<file path="src/rtl/tetris_pkg.sv">
// Shared definitions for the game-logic blocks.
//   - Board geometry defaults and coordinate/rotation widths.
//   - State encoding for the move arbiter FSM.
//   - Request-kind bit positions used in the pending/grant vectors.
package tetris_pkg;

  localparam int BOARD_W_DEF = 10;
  localparam int BOARD_H_DEF = 20;
  localparam int ROT_MOD_DEF = 4;
  localparam int CHK_TIMEOUT_DEF = 15;

  localparam int COORD_W = 5;
  localparam int ROT_W   = 3;

  localparam logic [1:0] S_IDLE   = 2'd0;
  localparam logic [1:0] S_WAIT   = 2'd1;
  localparam logic [1:0] S_LOCKED = 2'd2;

  // Bit positions in the request/pending/grant vectors.
  localparam int REQ_GRAV  = 0;
  localparam int REQ_ROT   = 1;
  localparam int REQ_LEFT  = 2;
  localparam int REQ_RIGHT = 3;
  localparam int REQ_N     = 4;

endpackage

</file>
<file path="src/rtl/move_arbiter_req_latch.sv">
// req_latch: pending-request register with fixed-priority one-hot grant.
// Ports:
//   clk, rst_n   clock, asynchronous active-low reset
//   capture_en   request pulses are latched only while high
//   clear        drops every pending bit (spawn, game not in fall state)
//   grant_en     arbitration allowed this cycle (arbiter idle)
//   req          request pulses, indexed by REQ_*
//   grant        one-hot grant, gravity > rotate > left > right
module req_latch
  import tetris_pkg::*;
(
  input  logic             clk,
  input  logic             rst_n,
  input  logic             capture_en,
  input  logic             clear,
  input  logic             grant_en,
  input  logic [REQ_N-1:0] req,
  output logic [REQ_N-1:0] grant
);

  logic [REQ_N-1:0] pend_q;
  logic [REQ_N-1:0] drop;
  logic             lr_conflict;

  assign lr_conflict = pend_q[REQ_LEFT] & pend_q[REQ_RIGHT];

  always_comb begin
    // NOTE: every output of a combinational block gets a default first so no
    // path leaves it unassigned, which would otherwise infer a latch.
    grant = '0;
    drop  = '0;
    if (grant_en) begin
      // Opposite horizontal moves cancel each other without a result pulse.
      if (lr_conflict) begin
        drop[REQ_LEFT]  = 1'b1;
        drop[REQ_RIGHT] = 1'b1;
      end
      if (pend_q[REQ_GRAV])
        grant[REQ_GRAV] = 1'b1;
      else if (pend_q[REQ_ROT])
        grant[REQ_ROT] = 1'b1;
      else if (pend_q[REQ_LEFT] && !lr_conflict)
        grant[REQ_LEFT] = 1'b1;
      else if (pend_q[REQ_RIGHT] && !lr_conflict)
        grant[REQ_RIGHT] = 1'b1;
    end
  end

  // NOTE: sequential state uses non-blocking assignments so every flop
  // samples the pre-edge values regardless of statement order.
  always_ff @(posedge clk or negedge rst_n) begin
    if (!rst_n)
      pend_q <= '0;
    else if (clear)
      pend_q <= '0;
    else
      pend_q <= (pend_q & ~(grant | drop)) | (capture_en ? req : '0);
  end

endmodule

</file>
<file path="src/rtl/move_arbiter.sv">
// move_arbiter: latches move requests, grants one at a time, sends the
// candidate position to the shared collision checker and commits or rejects
// it on the result. Owns the authoritative piece position and rotation.
// Ports:
//   CLOCK_50, resetn                  clock, asynchronous active-low reset
//   enable                            game in fall state; gates capture
//   left_final/right_final/rot_final/tick_gravity   request pulses
//   spawn, spawn_x, spawn_y           load a new piece (highest precedence)
//   cand_x/cand_y/cand_rot, chk_valid candidate to checker, held until done
//   chk_done, chk_collide             checker result
//   piece_x/piece_y/rot               committed piece state
//   move_accept/move_reject/lock_req  one-cycle result pulses
//   locked                            high from lock until next spawn
//   chk_err                           sticky checker-timeout flag
module move_arbiter
  import tetris_pkg::*;
#(
  parameter int BOARD_W     = BOARD_W_DEF,
  parameter int BOARD_H     = BOARD_H_DEF,
  parameter int ROT_MOD     = ROT_MOD_DEF,
  parameter int CHK_TIMEOUT = CHK_TIMEOUT_DEF
) (
  input  logic               CLOCK_50,
  input  logic               resetn,
  input  logic               enable,
  input  logic               left_final,
  input  logic               right_final,
  input  logic               rot_final,
  input  logic               tick_gravity,
  input  logic               spawn,
  input  logic [COORD_W-1:0] spawn_x,
  input  logic [COORD_W-1:0] spawn_y,
  output logic [COORD_W-1:0] cand_x,
  output logic [COORD_W-1:0] cand_y,
  output logic [ROT_W-1:0]   cand_rot,
  output logic               chk_valid,
  input  logic               chk_done,
  input  logic               chk_collide,
  output logic [COORD_W-1:0] piece_x,
  output logic [COORD_W-1:0] piece_y,
  output logic [ROT_W-1:0]   rot,
  output logic               move_accept,
  output logic               move_reject,
  output logic               lock_req,
  output logic               locked,
  output logic               chk_err
);

  localparam int TMR_W = $clog2(CHK_TIMEOUT + 1);
  localparam logic [COORD_W-1:0] X_LAST  = COORD_W'(BOARD_W - 1);
  localparam logic [COORD_W-1:0] Y_LAST  = COORD_W'(BOARD_H - 1);
  localparam logic [COORD_W-1:0] X_RESET = COORD_W'(BOARD_W / 2);
  localparam logic [ROT_W-1:0]   R_LAST  = ROT_W'(ROT_MOD - 1);
  localparam logic [TMR_W-1:0]   T_LAST  = TMR_W'(CHK_TIMEOUT - 1);

  logic [1:0]       state;
  logic [TMR_W-1:0] timer;
  logic             cur_grav;
  logic [REQ_N-1:0] req;
  logic [REQ_N-1:0] grant;

  logic [COORD_W-1:0] nx, ny;
  logic [ROT_W-1:0]   nr;
  logic               launch, pre_reject, pre_lock;

  assign locked = (state == S_LOCKED);

  assign req[REQ_GRAV]  = tick_gravity;
  assign req[REQ_ROT]   = rot_final;
  assign req[REQ_LEFT]  = left_final;
  assign req[REQ_RIGHT] = right_final;

  req_latch u_req_latch (
    .clk        (CLOCK_50),
    .rst_n      (resetn),
    .capture_en (enable & ~locked),
    .clear      (spawn | ~enable),
    .grant_en   ((state == S_IDLE) & ~spawn),
    .req        (req),
    .grant      (grant)
  );

  // Candidate for the granted move; boundary cases are resolved here so no
  // wrapped coordinate ever reaches the checker.
  always_comb begin
    nx         = piece_x;
    ny         = piece_y;
    nr         = rot;
    launch     = 1'b0;
    pre_reject = 1'b0;
    pre_lock   = 1'b0;
    if (grant[REQ_GRAV]) begin
      if (piece_y == Y_LAST) pre_lock = 1'b1;
      else begin ny = piece_y + 1'b1; launch = 1'b1; end
    end else if (grant[REQ_ROT]) begin
      nr     = (rot == R_LAST) ? '0 : rot + 1'b1;
      launch = 1'b1;
    end else if (grant[REQ_LEFT]) begin
      if (piece_x == '0) pre_reject = 1'b1;
      else begin nx = piece_x - 1'b1; launch = 1'b1; end
    end else if (grant[REQ_RIGHT]) begin
      if (piece_x == X_LAST) pre_reject = 1'b1;
      else begin nx = piece_x + 1'b1; launch = 1'b1; end
    end
  end

  always_ff @(posedge CLOCK_50 or negedge resetn) begin
    if (!resetn) begin
      state       <= S_IDLE;
      timer       <= '0;
      cur_grav    <= 1'b0;
      cand_x      <= '0;
      cand_y      <= '0;
      cand_rot    <= '0;
      chk_valid   <= 1'b0;
      piece_x     <= X_RESET;
      piece_y     <= '0;
      rot         <= '0;
      move_accept <= 1'b0;
      move_reject <= 1'b0;
      lock_req    <= 1'b0;
      chk_err     <= 1'b0;
    end else begin
      move_accept <= 1'b0;
      move_reject <= 1'b0;
      lock_req    <= 1'b0;
      if (spawn) begin
        // Aborts any in-flight check; a coincident chk_done is ignored.
        piece_x   <= spawn_x;
        piece_y   <= spawn_y;
        rot       <= '0;
        chk_valid <= 1'b0;
        timer     <= '0;
        state     <= S_IDLE;
      end else begin
        case (state)
          S_IDLE: begin
            if (launch) begin
              cand_x    <= nx;
              cand_y    <= ny;
              cand_rot  <= nr;
              cur_grav  <= grant[REQ_GRAV];
              chk_valid <= 1'b1;
              timer     <= '0;
              state     <= S_WAIT;
            end else if (pre_reject) begin
              move_reject <= 1'b1;
            end else if (pre_lock) begin
              lock_req <= 1'b1;
              state    <= S_LOCKED;
            end
          end
          S_WAIT: begin
            // A silent checker is treated as a collision on its last cycle.
            if (chk_done || timer == T_LAST) begin
              chk_valid <= 1'b0;
              if (!chk_done) chk_err <= 1'b1;
              if (chk_done && !chk_collide) begin
                piece_x     <= cand_x;
                piece_y     <= cand_y;
                rot         <= cand_rot;
                move_accept <= 1'b1;
                state       <= S_IDLE;
              end else if (cur_grav) begin
                lock_req <= 1'b1;
                state    <= S_LOCKED;
              end else begin
                move_reject <= 1'b1;
                state       <= S_IDLE;
              end
            end else begin
              timer <= timer + 1'b1;
            end
          end
          S_LOCKED: ;
          default: state <= S_IDLE;
        endcase
      end
    end
  end

endmodule

</file>
<file path="config.mk">
export PLATFORM = sky130hd
export DESIGN_NAME = move_arbiter
export DESIGN_NICKNAME = d
export VERILOG_FILES = /design/src/rtl/tetris_pkg.sv /design/src/rtl/move_arbiter_req_latch.sv /design/src/rtl/move_arbiter.sv
export SDC_FILE = /design/constraint.sdc
export NUM_CORES = 1
export LEC_CHECK = 0
export CAP_MARGIN = 40
export CORE_ASPECT_RATIO = 0.75
export CORE_MARGIN = 8
export CORE_UTILIZATION = 40
export CTS_CLUSTER_DIAMETER = 100
export DETAILED_ROUTE_END_ITERATION = 8
export PLACE_DENSITY = 0.75
export SYNTH_ARGS = -nofsm -noshare
export SYNTH_HDL_FRONTEND = slang
export SYNTH_SLANG_ARGS = --single-unit
export TNS_END_PERCENT = 1
</file>
<file path="constraint.sdc">
create_clock -name CLOCK_50 -period 1.95 [get_ports CLOCK_50]
set_input_delay 0.39 -clock CLOCK_50 [delete_from_list [all_inputs] [get_ports CLOCK_50]]
set_output_delay 0.39 -clock CLOCK_50 [all_outputs]
set_load 0.01 [all_outputs]
</file>
==> results of run 1 <==
[synth_stat cells, drive strengths merged (4+ instances only)]
master  count  area (µm²)
dfrtp      40        1000
o21ai      28         144
nand2      21        81.3
a21oi      17        85.1
mux2i      17         170
nor2       15        63.8
inv         9        33.8
ha          8         100
clkbuf      7        26.3
nand3       6        30.0
a22oi       5        37.5
buf         5        26.3
nand2b      5        31.3
nor2b       5        31.3
a31oi       4        40.0
[layer usage]
layer,vias to the layer above,GRT usage
met3,10,0.0337
met1,1127,0.213
met5,-,0
met4,0,0.0548
li1,1104,-
met2,46,0.229
[layout make-up]
class	count	area share
Inverter	9	0.0103
Clock buffer	7	0.0245
Sequential cell	42	0.300
Timing Repair Buffer	93	0.234
Clock inverter	1	0.00142
Multi-Input combinational cell	189	0.402
Tap cell	81	0.0287
[worst paths after layout]
check	start	to	cells after the start
worst max-delay path	piece_x[0]	cand_rot[2]	5
worst min-delay path	resetn	piece_y[0]	1
worst max register to register	piece_x[0]	cand_rot[2]	5
worst min register to register	chk_err	chk_err	1
max in group asynchronous	resetn	piece_x[2]	2
min in group CLOCK_50	chk_err	chk_err	1
[state kept, by name, indices dropped and copies added (netlist names), 2 cells and up]
register,cells
timer,4
u_req_latch.pend_q,4
piece_y,5
cand_y,5
cand_x,5
piece_x,5
cand_rot,3
rot,3
state,2
[power by group through the flow]
stage	logic [mW]	clock network (mW)	registers (mW)
finish	0.955	0.582	1.16
global route	1.04	0.630	1.18
CTS	0.948	0.597	1.16
detailed placement	0.923	0	1.17
global placement	0.904	0	1.17
floorplan	0.363	0	1.20
[timing repair]
item,CTS,global route
setup buffers,3,0
setup endpoints to repair,15,17
pin swaps,3,0
resized for setup,11,6
[through the flow]
stage	setup WS, ns	cells
2_1_floorplan	-0.0938	252
3_3_place_gp	-0.193	411
3_5_place_dp	-0.253	411
4_1_cts	-0.0570	422
5_1_grt	-0.121	422
6_report	-0.0782	422
[cell families (layout without fill, tap and decap cells)]
logic type | count (synthesis) | after routing | synth area share
AO/OA/AOI/OAI | 79 | 79 | 0.220
XOR/XNOR | 4 | 4 | 0.0141
adder cells (fa/ha/maj) | 8 | 8 | 0.0403
buffers and inverters | 21 | 110 | 0.0347
flip-flops | 42 | 42 | 0.424
multiplexers | 19 | 19 | 0.0790
AND/OR/NAND/NOR | 79 | 79 | 0.188
[worst max-delay path, cell delays in order, from the launching register on]
cell	delay, ns
dfstp_2	0.57
ha_4	0.14
or4bb_4	0.49
a221oi_4	0.35
nor2_4	0.07
mux2_4	0.30
==> run metrics, run 1 <==
Post-synth ARST share=1.00; Synth Net Count=280; die height=84.3 µm; Leak=1.47 nW; Max VDD drop=0.000395 V; Iteration-0 DRC Markers=130; post-route cell area=3530 µm²; Max Clk Rate=493 MHz; max-cap violations=0; routed length per instance=16.4 µm; Seq. cell area=1060 µm²; combinational share of power=0.354; Metal-1 WL=3340 µm; CTS H-tree lvls=2; period utilization=1.04; first-pass GRT wire length=11400 µm; sw frac=0.325; Root Buffer=clkbuf_8; Avg Cell Area, Syn=9.87 µm²; top layer in use=met4; total routed wirelength=6930 µm; number of I/O port buffers=51; sequential area share after synthesis=0.424; Rel. slew slack=0.654; #FFs+latches synth=42; Int Power=1.82 mW; Layout area overhead=41.9%; die area=9020 µm²; Final Util=0.573; Netlist Area Pre-Place=2490 µm²; Area after DPL=3360 µm²; unrepaired setup endpoints after global routing=true; Fin. Hold Viols=0; Placer Congestion=0.901; crit path kind=reg2reg; status=complete, but fails checks; Clock power frac=0.216; hold crit path type=in2async; P per Cell Area=765 nW/µm²; initial antenna violation count=0; largest net degree at the start of global routing=22; wire length on met2=3160 µm; number of distinct library cells after synthesis=68; setup TNS=-0.234 ns; vias per inst=5.42; DP HPWL=5370 µm; Pwr Total=2.70 mW; Diodes inserted=0; synthesized instance count=252; clk sinks=42; element type at the critical path end=flop; Site Rows=25; CTS tree=done; Worst Path Max Fanout=3; Main synth FF type=dfrtp_1; commonest non-fill, non-tap cell in the layout=clkdlybuf4s50_1; die width=107 µm; drt pass-1 iters=4; Post-synth EDFFs=0; gr usage total=0.154; layout cell share with drive strength beyond 1=0.255; crit path DAT=2.21 ns; TritonCTS Buffers=5; metal3 WL=329 µm; multi-input logic area=1420 µm²; WHS=0.0326 ns; clock-pin slew on the worst setup and hold paths=0.08 ns; Reg power frac=0.431; core area=6160 µm²; post-route ant nets=0; clock skew=0.00695 ns; via count=2287; fin nets=368; Yosys Warn Count=0; CP startpoint kind=flop; remaining routing DRC violations=0; Slew @ Worst Pin=0.512 ns; Skew-Pair Late Insertion Delay=0.30 ns; Net Switching=878 µW; fillers=548; min Tclk post-route=2.03 ns; worst path required time=2.13 ns; CTS Hold Bufs=0; Finish-stage setup viols=10; fin. max-slew vios=0; setup ws final=-0.0782 ns; GR Overflow Total=0; most frequent cells in the layout=clkdlybuf4s50_1 (47), buf_4 (40), dfrtp_1 (37), o21ai_0 (27), nand2_1 (20); IO Count=52; reg-to-reg setup timing slack=-0.08 ns; Max Root-Sink Buffers=2; vias in the first global route=2288; starting density of the core=0.403; failing checks=negative setup slack
No activity file was read; power rests on OpenSTA's default activity.
==> run 2, diff against run 1 <==
--- a/config.mk
+++ b/config.mk
@@ -11,7 +11,9 @@
 export CORE_UTILIZATION = 40
 export CTS_CLUSTER_DIAMETER = 100
 export DETAILED_ROUTE_END_ITERATION = 8
+export HOLD_SLACK_MARGIN = 0.12
 export PLACE_DENSITY = 0.75
+export SLEW_MARGIN = 0
 export SYNTH_ARGS = -nofsm -noshare
 export SYNTH_HDL_FRONTEND = slang
 export SYNTH_SLANG_ARGS = --single-unit
==> run metrics, run 2 (same netlist as run 1, synthesis figures left out) <==
clock-pin slew on the worst setup and hold paths=0.08 ns (about the same); DP HPWL=5370 µm (unchanged); failing checks=negative setup slack; Reg power frac=0.431 (about the same); worst path required time=2.13 ns (about the same); Iteration-0 DRC Markers=97 (-25%); P per Cell Area=764 nW/µm² (-0.18%); WHS=0.459 ns (+0.426 ns); sw frac=0.325 (about the same); pre-CTS setup slack=-0.253 ns (unchanged); largest net degree at the start of global routing=22 (unchanged); via count=2284 (-0.13%); Leak=1.48 nW (+0.28%); post-route ant nets=0 (unchanged); die height=84.3 µm (unchanged); status=complete, but fails checks; Layout area overhead=42.3%; setup ws final=-0.0780 ns (+0.000266 ns); slowest cell on the critical path=dfstp_2; initial antenna violation count=0 (unchanged); period utilization=1.04 (about the same); vias in the first global route=2288 (unchanged); first-pass GRT wire length=11400 µm (unchanged); Rel. slew slack=0.658 (+0.00382); routed length per instance=16.4 µm (about the same); vias per inst=5.40 (-0.37%); CP startpoint kind=flop; crit path DAT=2.21 ns (about the same); total routed wirelength=6940 µm (+0.16%); hold crit path type=reg2reg; Site Rows=25 (unchanged); Diodes inserted=0 (unchanged); min Tclk post-route=2.03 ns (-0.000266 ns); element type at the critical path end=flop; Slew @ Worst Pin=0.507 ns (-0.00566 ns); IO Count=52 (unchanged); fin. max-slew vios=0 (unchanged); Area after DPL=3360 µm² (unchanged); largest stage delay on the critical path=0.57 ns (about the same); die area=9020 µm² (unchanged); starting density of the core=0.403 (unchanged); worst path bufs/invs=0 (unchanged); Final Util=0.574 (+0.00162); Placer Congestion=0.901 (unchanged); fin nets=369 (+0.27%); most frequent cells in the layout=clkdlybuf4s50_1 (47), buf_4 (40), dfrtp_1 (37), o21ai_0 (27), nand2_1 (20); CTS H-tree lvls=2 (unchanged); crit path kind=reg2reg; max-cap violations=0 (unchanged); Clock power frac=0.216 (about the same); drt pass-1 iters=4 (unchanged); Max Root-Sink Buffers=2 (unchanged); layout cell share with drive strength beyond 1=0.254 (-0.000746); Net Switching=879 µW (+0.17%); core area=6160 µm² (unchanged); CTS tree=done; Skew-Pair Late Insertion Delay=0.30 ns (about the same); combinational share of power=0.354 (about the same); Max Clk Rate=493 MHz (about the same); clock skew=0.00776 ns (+0.000807 ns); die width=107 µm (unchanged); Root Buffer=clkbuf_8; clk sinks=42 (unchanged); Fin. Hold Viols=0 (unchanged); commonest non-fill, non-tap cell in the layout=clkdlybuf4s50_1; number of I/O port buffers=51 (unchanged); GR Overflow Total=0 (unchanged); Int Power=1.82 mW (about the same); Max VDD drop=0.000397 V (+0.52%); critical-path cell list=ha_4 -> or4bb_4 -> a221oi_4 -> nor2_4 -> mux2_4; unrepaired setup endpoints after global routing=true; gr usage total=0.154 (unchanged); Finish-stage setup viols=10 (unchanged); Worst path top cell family by delay=flip-flops; Worst Path Max Fanout=3 (unchanged); TritonCTS Buffers=5 (unchanged); remaining routing DRC violations=0 (unchanged); post-route cell area=3540 µm² (+0.28%)
## run 2: cell types whose count changed in the layout (fill, tap and decap cells not counted), sizes merged
cell         delta
dlygate4sd3     +1
## run 2: power by group through the flow
stage	clock [mW]	combinational, mW	sequential [mW]
floorplan	0	0.363	1.20
global placement	0	0.904	1.17
detailed placement	0	0.923	1.17
CTS	0.597	0.949	1.16
global route	0.630	1.04	1.18
finish	0.582	0.956	1.16
## run 2: final cells by class
cell class	count	area, µm²
clock buffer	7	86.3
multi-input combinational	189	1420
timing repair buffer	94	835
tap	81	101
sequential	42	1060
clock inverter	1	5.00
inverter	9	36.3
fill	546	2620
## run 2: worst paths after layout
path | depth (start not counted) | to | slack (ns) | from
worst min register to register | 1 | chk_err | 0.46 | chk_err
worst max register to register | 5 | cand_rot[2] | -0.08 | piece_x[0]
min in group asynchronous | 2 | piece_y[0] | 0.57 | resetn
max in group asynchronous | 3 | piece_x[2] | 0.79 | resetn
worst min-delay path | 1 | chk_err | 0.46 | chk_err
worst max-delay path | 5 | cand_rot[2] | -0.08 | piece_x[0]
## run 2: metrics by stage
step | setup TNS [ns] | total power, mW | cells
after CTS | -0.345 | 2.70 | 423
final | -0.228 | 2.70 | 423
after floorplan | -0.109 | 1.56 | 252
after global placement | -2.25 | 2.07 | 411
after global routing | -0.926 | 2.85 | 423
after detailed placement | -2.83 | 2.09 | 411
## run 2: what timing repair did
action,CTS,global route
pin swaps,3,0
endpoints found under the setup margin,15,17
hold buffers,1,0
hold endpoints to repair,18,0
buffers inserted,3,0
gates resized for setup,11,6
## run 2: routing by layer
layer	vias up	routed length [µm]	global-route usage	part of all wire
li1	1107	-	-	-
met1	1121	3400	0.213	0.49
met2	46	3140	0.229	0.45
met3	10	302	0.0337	0.044
met4	0	95	0.0548	0.014
met5	-	0	0	0
==> run 3, diff against run 2 <==
--- a/config.mk
+++ b/config.mk
@@ -11,6 +11,7 @@
 export CORE_UTILIZATION = 40
 export CTS_CLUSTER_DIAMETER = 100
 export DETAILED_ROUTE_END_ITERATION = 8
+export GPL_ROUTABILITY_DRIVEN = 0
 export HOLD_SLACK_MARGIN = 0.12
 export PLACE_DENSITY = 0.75
 export SLEW_MARGIN = 0
==> results of run 3 <==
No change in the layout: final DEF, timing and power equal those of run 2.
